## src/rtl/serial_alu_seq_if.sv

```systemverilog
// Handshake and operand/result bundle between the control FSM and the
// digit-serial ALU sequencer.
interface serial_alu_seq_if #(
  parameter int XLEN = 32
);
  localparam int BW = $clog2(XLEN) + 1;

  logic            start;
  logic [2:0]      op;
  logic [XLEN-1:0] a;
  logic [XLEN-1:0] b;
  logic [BW-1:0]   b_bits;
  logic            b_signed;
  logic            busy;
  logic            done;
  logic [XLEN-1:0] result;
  logic            carry_out;
  logic            zero;

  // Requester side: issues operations and watches busy/done.
  modport master (
    output start, op, a, b, b_bits, b_signed,
    input  busy, done, result, carry_out, zero
  );

  // ALU side: accepts operations and returns the result.
  modport slave (
    input  start, op, a, b, b_bits, b_signed,
    output busy, done, result, carry_out, zero
  );
endinterface

```

## src/rtl/serial_alu_seq.sv

```systemverilog
// Digit-serial ALU sequencer: one DIGIT_W slice per clock, LSB first, with
// operand-B width/sign extension and early termination for ADD.
module serial_alu_seq #(
  parameter int XLEN    = 32,
  parameter int DIGIT_W = 4
) (
  input  logic             clk,
  input  logic             rst_n,
  serial_alu_seq_if.slave  io_bus
);
  localparam int NDIG = XLEN / DIGIT_W;
  localparam int BW   = $clog2(XLEN) + 1;
  localparam int LW   = $clog2(XLEN);
  localparam int IW   = (NDIG > 1) ? $clog2(NDIG) : 1;

  localparam logic [2:0] OP_ADD = 3'd0;
  localparam logic [2:0] OP_SUB = 3'd1;
  localparam logic [2:0] OP_AND = 3'd2;
  localparam logic [2:0] OP_OR  = 3'd3;
  localparam logic [2:0] OP_XOR = 3'd4;

  generate
    if (XLEN % DIGIT_W != 0) begin : g_bad_digit_w
      $error("serial_alu_seq: DIGIT_W must divide XLEN");
    end
  endgenerate

  typedef enum logic [1:0] {S_IDLE, S_RUN, S_DONE} state_t;

  state_t            r_state, w_state_nxt;
  logic [XLEN-1:0]   r_a, r_b, r_acc, r_result;
  logic [2:0]        r_op;
  logic              r_carry, r_carry_out, r_zero;
  logic [IW-1:0]     r_idx;

  logic              w_accept, w_last, w_early, w_finish, w_b_hi_zero, w_arith;
  logic [BW-1:0]     w_nb;
  logic [LW-1:0]     w_msb;
  logic              w_sext;
  logic [XLEN-1:0]   w_b_ext, w_final;
  logic [DIGIT_W-1:0] w_da, w_db, w_digit;
  logic [DIGIT_W:0]  w_sum;
  logic              w_carry_nxt;

  // Extend raw b to XLEN bits from its b_bits valid LSBs (0 or oversize = full width).
  always_comb begin
    w_nb = io_bus.b_bits;
    if (io_bus.b_bits == '0 || io_bus.b_bits > BW'(XLEN)) w_nb = BW'(XLEN);
    w_msb   = LW'(w_nb - 1'b1);
    w_sext  = io_bus.b_signed & io_bus.b[w_msb];
    w_b_ext = '0;
    for (int i = 0; i < XLEN; i++)
      w_b_ext[i] = (BW'(i) < w_nb) ? io_bus.b[i] : w_sext;
  end

  // Current digit: operand slices, per-op digit result and next carry.
  always_comb begin
    w_da        = DIGIT_W'(r_a >> (int'(r_idx) * DIGIT_W));
    w_db        = DIGIT_W'(r_b >> (int'(r_idx) * DIGIT_W));
    w_sum       = {1'b0, w_da} + {1'b0, w_db} + {{DIGIT_W{1'b0}}, r_carry};
    w_digit     = '0;
    w_carry_nxt = r_carry;
    case (r_op)
      OP_ADD, OP_SUB: begin
        w_digit     = w_sum[DIGIT_W-1:0];
        w_carry_nxt = w_sum[DIGIT_W];
      end
      OP_AND:  w_digit = w_da & w_db;
      OP_OR:   w_digit = w_da | w_db;
      OP_XOR:  w_digit = w_da ^ w_db;
      default: w_digit = '0;
    endcase
  end

  // Completion detection and the result as it would stand after this digit;
  // digits above idx come from a, which is only kept on an early ADD exit.
  always_comb begin
    w_arith     = (r_op == OP_ADD) || (r_op == OP_SUB);
    w_last      = (r_idx == IW'(NDIG - 1));
    w_b_hi_zero = ((r_b >> ((int'(r_idx) + 1) * DIGIT_W)) == '0);
    w_early     = (r_state == S_RUN) && (r_op == OP_ADD) && !w_last &&
                  !w_carry_nxt && w_b_hi_zero;
    w_finish    = (r_state == S_RUN) && (w_last || w_early);
    w_final     = '0;
    for (int j = 0; j < NDIG; j++) begin
      if (j < int'(r_idx))       w_final[j*DIGIT_W +: DIGIT_W] = r_acc[j*DIGIT_W +: DIGIT_W];
      else if (j == int'(r_idx)) w_final[j*DIGIT_W +: DIGIT_W] = w_digit;
      else                       w_final[j*DIGIT_W +: DIGIT_W] = r_a[j*DIGIT_W +: DIGIT_W];
    end
  end

  // Next-state logic; start is honoured only in IDLE or DONE.
  always_comb begin
    w_state_nxt = r_state;
    w_accept    = 1'b0;
    case (r_state)
      S_IDLE: if (io_bus.start) begin
        w_accept    = 1'b1;
        w_state_nxt = S_RUN;
      end
      S_RUN:  if (w_finish) w_state_nxt = S_DONE;
      S_DONE: begin
        if (io_bus.start) begin
          w_accept    = 1'b1;
          w_state_nxt = S_RUN;
        end else begin
          w_state_nxt = S_IDLE;
        end
      end
      default: w_state_nxt = S_IDLE;
    endcase
  end

  // State register.
  always_ff @(posedge clk) begin
    if (!rst_n) r_state <= S_IDLE;
    else        r_state <= w_state_nxt;
  end

  // Operand latch on accept, digit accumulation in RUN, outputs at completion.
  always_ff @(posedge clk) begin
    if (!rst_n) begin
      r_a         <= '0;
      r_b         <= '0;
      r_op        <= '0;
      r_carry     <= 1'b0;
      r_idx       <= '0;
      r_acc       <= '0;
      r_result    <= '0;
      r_carry_out <= 1'b0;
      r_zero      <= 1'b0;
    end else if (w_accept) begin
      r_a     <= io_bus.a;
      r_op    <= io_bus.op;
      r_b     <= (io_bus.op == OP_SUB) ? ~w_b_ext : w_b_ext;
      r_carry <= (io_bus.op == OP_SUB);
      r_idx   <= '0;
      r_acc   <= '0;
    end else if (r_state == S_RUN) begin
      r_acc   <= w_final;
      r_carry <= w_carry_nxt;
      r_idx   <= r_idx + 1'b1;
      if (w_finish) begin
        r_result    <= w_final;
        r_carry_out <= w_arith ? w_carry_nxt : 1'b0;
        r_zero      <= (w_final == '0);
      end
    end
  end

  assign io_bus.busy      = (r_state == S_RUN);
  assign io_bus.done      = (r_state == S_DONE);
  assign io_bus.result    = r_result;
  assign io_bus.carry_out = r_carry_out;
  assign io_bus.zero      = r_zero;
endmodule
```

## src/flat_wrapper.sv

```systemverilog
// flat-port wrapper written by rule: the top's interface ports become plain ports
module serial_alu_seq_flat 
#(
  parameter int XLEN    = 32,
  parameter int DIGIT_W = 4
)
  (clk, rst_n, io_bus_start, io_bus_op, io_bus_a, io_bus_b, io_bus_b_bits, io_bus_b_signed, io_bus_busy, io_bus_done, io_bus_result, io_bus_carry_out, io_bus_zero);
  serial_alu_seq_if #(.XLEN(XLEN)) io_bus_i ();
  input  logic clk;
  input  logic rst_n;
  input wire logic [$bits(io_bus_i.start)-1:0] io_bus_start;
  input wire logic [$bits(io_bus_i.op)-1:0] io_bus_op;
  input wire logic [$bits(io_bus_i.a)-1:0] io_bus_a;
  input wire logic [$bits(io_bus_i.b)-1:0] io_bus_b;
  input wire logic [$bits(io_bus_i.b_bits)-1:0] io_bus_b_bits;
  input wire logic [$bits(io_bus_i.b_signed)-1:0] io_bus_b_signed;
  output wire logic [$bits(io_bus_i.busy)-1:0] io_bus_busy;
  output wire logic [$bits(io_bus_i.done)-1:0] io_bus_done;
  output wire logic [$bits(io_bus_i.result)-1:0] io_bus_result;
  output wire logic [$bits(io_bus_i.carry_out)-1:0] io_bus_carry_out;
  output wire logic [$bits(io_bus_i.zero)-1:0] io_bus_zero;
  assign io_bus_i.start = io_bus_start;
  assign io_bus_i.op = io_bus_op;
  assign io_bus_i.a = io_bus_a;
  assign io_bus_i.b = io_bus_b;
  assign io_bus_i.b_bits = io_bus_b_bits;
  assign io_bus_i.b_signed = io_bus_b_signed;
  assign io_bus_busy = io_bus_i.busy;
  assign io_bus_done = io_bus_i.done;
  assign io_bus_result = io_bus_i.result;
  assign io_bus_carry_out = io_bus_i.carry_out;
  assign io_bus_zero = io_bus_i.zero;
  serial_alu_seq #(.XLEN(XLEN), .DIGIT_W(DIGIT_W)) u_core (.clk(clk), .rst_n(rst_n), .io_bus(io_bus_i));
endmodule
```

## config.mk

```make
export PLATFORM = sky130hd
export DESIGN_NAME = serial_alu_seq_flat
export DESIGN_NICKNAME = d
export VERILOG_FILES = /design/src/rtl/serial_alu_seq_if.sv /design/src/rtl/serial_alu_seq.sv /design/src/flat_wrapper.sv
export SDC_FILE = /design/constraint.sdc
export NUM_CORES = 1
export LEC_CHECK = 0
export CORE_AREA = 2 2 128 155
export DETAILED_ROUTE_END_ITERATION = 16
export DIE_AREA = 0 0 130 157
export DONT_BUFFER_PORTS = 1
export GPL_TIMING_DRIVEN = 0
export HOLD_SLACK_MARGIN = 0.02
export SETUP_SLACK_MARGIN = 0.5
export SYNTH_ARGS = -nofsm -noshare
export SYNTH_HDL_FRONTEND = slang
export SYNTH_SLANG_ARGS = --single-unit
```

## constraint.sdc

```tcl
create_clock -name clk -period 13.3 [get_ports clk]
set_input_delay 2.66 -clock clk [delete_from_list [all_inputs] [get_ports clk]]
set_output_delay 2.66 -clock clk [all_outputs]
set_load 0.005 [all_outputs]
```

Word-level counts from Yosys, hierarchy flattened. Cells that the tools add are included.

Bitwise logic cells: 7. Equality and inequality tests: 17. $lt $le $gt $ge: 41. Mux-type cells: 62. Add/sub/neg operators: 5. Shifts and indexed selects: 3. Reductions and logical operators: 22.

Operators by type and width (number): $lt 5x6->1 const A (16); $logic_not 32->1 (2); $shr 32x5->4 (2); $mux 4 (15); $lt 4x6->1 const A (8); $mux 1 (40); $mux 32 (1); $not 32->32 (1); $shr 32x32->32 (1); $lt 3x6->1 const A (4); $pmux 4 s4 (1); $eq 3x3->1 const A (4); $lt 1x6->1 const A (2); $lt 2x6->1 const A (2); $lt 3x3->1 const A (3); $eq 2x3->1 const A (2); $eq 3x1->1 const B (2); $eq 3x2->1 const B (2); $eq 3x3->1 const B (2); $gt 6x6->1 const B (1); $logic_not 3->1 (2); $logic_not 6->1 (1); $lt 1x3->1 const A (2); $lt 2x3->1 const A (2); other kinds (28) (39).

Register bits after elaboration: 135. Word-level logic and storage cells: 167. Output and inout bits: 36. Input port bits: 77.

Longest topological paths before layout.
Depth in word-level cells: 11. Mapped depth: 22. Mapped depth without buffers: 17.

Worst setup path after synthesis. OpenSTA, ideal clock, no wires.

Kind: in2reg. Start: input io_bus_b_bits[0]. End: register u_core.r_b[16]. Library setup time: 74 ps. Required time: 13226 ps. Path buffers: 5. Data arrival time: 5266 ps. Slack: 7959 ps. Stages on the path: 17. Path through: buf_4 nor2b_4 inv_2 buf_4 ha_1 buf_6 buf_6 nor4b_1 a21oi_1 nand4_1 o21ai_0 nor3_2 nor2_4 xor2_1 buf_6 or3_1 a31oi_1.

Longest elaborated chain between the ends: 10. Elaborated cells between the ends (all ways): 12. Classes of those cells: add/sub: 1; order compare: 2; mux: 5; bitwise: 2; reduce/logical: 2.

Ends and longest elaborated chain: start, declared (RTL line flat_wrapper.sv:15) `input wire logic [$bits(io_bus_i.b_bits)-1:0] io_bus_b_bits;`; $gt 6x6->1 or $logic_not 6->1 (tied branches) (RTL line serial_alu_seq.sv:48) `if (io_bus.b_bits == '0 || io_bus.b_bits > BW'(XLEN)) w_nb = BW'(XLEN);`; $logic_or 1x1->1 (RTL line serial_alu_seq.sv:48); $mux 6 * (RTL line serial_alu_seq.sv:48); $sub 5x1->5 (RTL line serial_alu_seq.sv:49) `w_msb = LW'(w_nb - 1'b1);`; $bmux 1 s5 (RTL line serial_alu_seq.sv:50) `w_sext = io_bus.b_signed & io_bus.b[w_msb];`; $mux 1 (implied by the code) (RTL line serial_alu_seq.sv:50); $and 1x1->1 (RTL line serial_alu_seq.sv:50); $mux 1 * (RTL line serial_alu_seq.sv:53) `w_b_ext[i] = (BW'(i) < w_nb) ? io_bus.b[i] : w_sext;`; $not 32->32 (RTL line serial_alu_seq.sv:135) `r_b <= (io_bus.op == OP_SUB) ? ~w_b_ext : w_b_ext;`; $mux 32 * (RTL line serial_alu_seq.sv:135); end signal, assigned (RTL line serial_alu_seq.sv:135); end, declared (RTL line serial_alu_seq.sv:31) `logic [XLEN-1:0] r_a, r_b, r_acc, r_result;`.

Every way passes the cells marked *; elsewhere a longest branch is shown, timed or not. The select of a mux whose other input is x is not followed. A chain may end at the register's enable or synchronous reset.

Worst setup path in the final report.
Start: register u_core.r_idx[1]. End: register u_core.r_zero (netlist: u_core.io_bus.zero).

Longest elaborated chain between the ends: 10. Elaborated cells between the ends (all ways): 52. Classes of those cells: add/sub: 3; order compare: 7; eq/ne: 8; shift: 3; mux: 17; bitwise: 3; reduce/logical: 11.

Ends and longest elaborated chain: start, declared (RTL line serial_alu_seq.sv:34) `logic [IW-1:0] r_idx;`; start signal, assigned (RTL line serial_alu_seq.sv:142) `r_idx <= r_idx + 1'b1;`; branches (longest 10 deep; another with $add 4x4->5); end signal, assigned (RTL line serial_alu_seq.sv:146) `r_zero <= (w_final == '0);`; end, declared (RTL line serial_alu_seq.sv:33) `logic r_carry, r_carry_out, r_zero;`.

Parallel ways; which one is timed is not known.

==> summary.txt <==
Run status
  • Status: completed

STA
  • Worst-Margin Slew: 0.940 ns
  • RSZ-0062 raised after global routing: no
  • Fin. Hold Viols: 0
  • Relative max-transition margin: a little under two fifths
  • Fmax: 0.161 GHz
  • Worst setup margin: 7.08 ns
  • Final Hold Slack: 0.453 ns
  • Tcrit/Tclk final: a little under half
  • Final Critical Period: around 6.2 ns
  • Slew Viols, Final: 0
  • Setup TNS: 0 ns
  • # setup viols final: 0
  • Worst clock skew: 0.0108 ns

Placement
  • Port Buffers: 0
  • Gpl congestion: 0.933
  • Detailed placer's ending HPWL: 21200 um
  • Dpl ws: 7.21 ns

Final layout
  • Fin util: 47.2%
  • Layout cells sized above 1: 8.15%
  • Fillers: 1900
  • Highest-count cells in the layout ignoring fill and taps: 169 x nand2_1, 135 x dfxtp_1, 120 x a21oi_1, 116 x nor2_1, 59 x a211oi_1
  • Diode count: 0
  • Commonest non-fill, non-tap cell in the layout: nand2_1
  • Layout Nets: 1149
  • Layout Area Growth over Synthesis: 11.5%

Synthesis
  • Post-synth net total: 1130
  • Cell Area, Synth: 7960 um^2
  • Cell variety after synth: 63
  • Async S/R FF share, synth: 0%
  • Flops & latches, synth: 135
  • Register area share after synthesis: 34.0%
  • Mean Syn Cell Area: 7.69 um^2
  • Synthesized instance count: 1035
  • Post-synth EDFFs: 0
  • Main synth FF type: dfxtp_1
  • Synth warn: 0

GRT
  • Gr ovfl total: 0
  • Initial antenna violation count: 0
  • GRT Resource Usage Total: 26.8%
  • Vias in the first global route: 7519
  • Largest net degree at the start of global routing: 17
  • First-pass GRT wire length: 41600 um

Critical path
  • Critical Path Start Type: register
  • Reg2reg path depth: 17
  • R2R setup slack: 7.08 ns
  • Worst R2R Start: u_core.r_idx[1]$_SDFFE_PP0P_
  • Crit path cell chain: buf_2 -> buf_1 -> clkbuf_1 -> mux4_2 -> nand2_1 -> and2_1 -> inv_1 -> fa_1 -> fa_1 -> a32o_1 -> a21oi_1 -> a211oi_1 -> a21oi_1 -> nand3_1 -> nor4_1 -> nor4b_1 -> o2bb2ai_1
  • Reg2reg end: u_core.io_bus.zero$_SDFFE_PN0P_
  • Req. time, crit path: 13.67 ns
  • Worst path max stage delay: just over 0.7 ns
  • Kind of critical path: reg -> reg
  • Crit path arrival time: around 6.6 ns
  • Crit end category: register
  • CP max-delay cell: a21oi_1
  • CP max FO: 10

Flow run
  • Max-Cap Viols: 0

CTS
  • CTS Buf Count: 17
  • # Post-CTS Setup Buffers: 0
  • Clk_lat worst skew: about 0.43 ns
  • Post-CTS Hold Buffers: 0
  • Root Driver: clkbuf_16
  • CTS tree: yes
  • Clk buf depth: 2
  • Htree depth: 4
  • Worst-path clk slew: 0.06 ns
  • Post-cts resize count: 0
  • # clock sinks: 135

Die
  • Starting Density: 42.4%
  • Die area: 20400 um^2
  • Row count: 55
  • Die H: ~160 um
  • Die width: about 130 um
  • I/O pin cnt: 113
  • Core Region: 18800 um^2

Route
  • Wire per inst: 20.5 um
  • Final wirelength: 27100 um
  • Via density: 5.86
  • Post-route DRC: 0
  • Routed via count: between 7000 and 8000
  • Initial DRC Count: around 540
  • Post-route ant nets: 0
  • Detailed Routing Iterations Pass 1: 5

Worst hold path
  • Worst min-delay path class: reg -> reg
  • Hold depth: 2
  • Min-Delay Endpoint: u_core.r_b[26]$_SDFFE_PN0P_
  • Min-delay src: u_core.r_b[26]$_SDFFE_PN0P_

Pwr
  • Leakage power: 3.15 nW
  • Tot Pwr: between 1 and 1.5 mW
  • P per Cell Area: about 130 nW/um^2
  • VDD IR max: between 80 and 90 uV
## critical path, delay by kind of cell (launching register included)
family | cells | cell delay [ns]
AOI/OAI and AO/OA | 5 | 1.63
adders and majority gates | 2 | 0.87
buffers and inverters | 4 | 1.50
DFF | 1 | 0.41
muxes | 1 | 0.40
and+or+nand+nor | 5 | 1.34
## cells in the mapped netlist, types with 3 or more instances
cell type  number  area share (%)
nand2_1       169             8.0
dfxtp_1       135              34
a21oi_1       120             7.5
nor2_1        116             5.5
a211oi_1       59             5.6
o21ai_0        49             3.1
clkbuf_1       44             2.1
mux2i_1        30             3.8
inv_1          23             1.1
nor3_1         22             1.4
xnor2_1        22             2.4
nand3_1        18             1.1
ha_1           16             2.5
buf_2          15            0.94
and2_1         12            0.94
buf_1          12            0.57
mux4_2         12             3.4
nor4_1         10            0.79
xor2_1         10             1.1
a32oi_1         9            0.99
nand4_1         9            0.71
nor2b_1         9            0.71
buf_6           8             1.1
a31oi_1         7            0.55
o21a_1          7            0.66
o22ai_1         7            0.55
o2bb2ai_1       7            0.77
nand2b_1        6            0.47
a22oi_1         5            0.47
and3_1          5            0.39
mux2_2          5            0.71
or3_1           5            0.39
inv_2           3            0.14
o211ai_1        3            0.28
o31ai_1         3            0.28
o32ai_1         3            0.33
## report_power, final
| group | switching [mW] | internal (mW) | leakage (nW) |
|---|---|---|---|
| Sequential | 0.0203 | 0.426 | 1.10 |
| Combinational | 0.144 | 0.0785 | 1.77 |
| Clock | 0.184 | 0.291 | 0.283 |
## kinds of logic after synthesis
group,share of synthesized area (%)
adder cells (fa/ha/maj),3.02
AND/OR/NAND/NOR,22.9
multiplexers,7.88
buffers and inverters,6.23
AO/OA/AOI/OAI,22.5
flip-flops,34.0
XOR/XNOR,3.52
## per-stage QoR
step                std cells  cell area (um^2)
global route             1323              8870
CTS                      1323              8870
floorplan                1035              7960
global placement         1291              8280
detailed placement       1291              8280
finish                   1323              8870
## how the worst max path moves through the flow
stage / startpoint / to / slack (ns) / cells past startpoint
after floorplan: io_bus_b_bits[0] / u_core.r_b[16]$_SDFFE_PN0P_ / 7.96 / 17
after global placement: u_core.r_idx[0]$_SDFFE_PP0P_ / u_core.io_bus.zero$_SDFFE_PN0P_ / 7.19 / 18
after detailed placement: u_core.r_idx[0]$_SDFFE_PP0P_ / u_core.io_bus.zero$_SDFFE_PN0P_ / 7.21 / 18
after CTS: u_core.r_idx[0]$_SDFFE_PP0P_ / u_core.io_bus.zero$_SDFFE_PN0P_ / 7.14 / 18
after global routing: u_core.r_idx[0]$_SDFFE_PP0P_ / u_core.io_bus.zero$_SDFFE_PN0P_ / 6.72 / 18
final: u_core.r_idx[1]$_SDFFE_PP0P_ / u_core.io_bus.zero$_SDFFE_PN0P_ / 7.08 / 17
## flip-flops by register name, summed over array words and instances (netlist names)
register                 cells
u_core.io_bus.carry_out      1
u_core.io_bus.result        32
u_core.io_bus.zero           1
u_core.r_a                  32
u_core.r_acc                28
u_core.r_b                  32
u_core.r_carry               1
u_core.r_idx                 3
u_core.r_op                  3
u_core.r_state               2
## metal layers
layer / global-route usage (%) / part of all wire, % / up-vias
met5: 0 / 0 / -
met1: 29.5 / 38 / 3615
met3: 5.61 / 6.6 / 95
li1: - / - / 3696
met4: 14.7 / 5.3 / 0
met2: 47.6 / 50 / 348
## cell type report
class | instances | area [um^2] | area share, %
multi-input combinational | 791 | 4760 | 53.7
sequential | 135 | 2700 | 30.5
clock buffer | 22 | 474 | 5.35
buffer | 81 | 390 | 4.40
tap | 256 | 320 | 3.61
clock inverter | 10 | 119 | 1.34
inverter | 28 | 105 | 1.18
(Power assumes the default switching activity.)
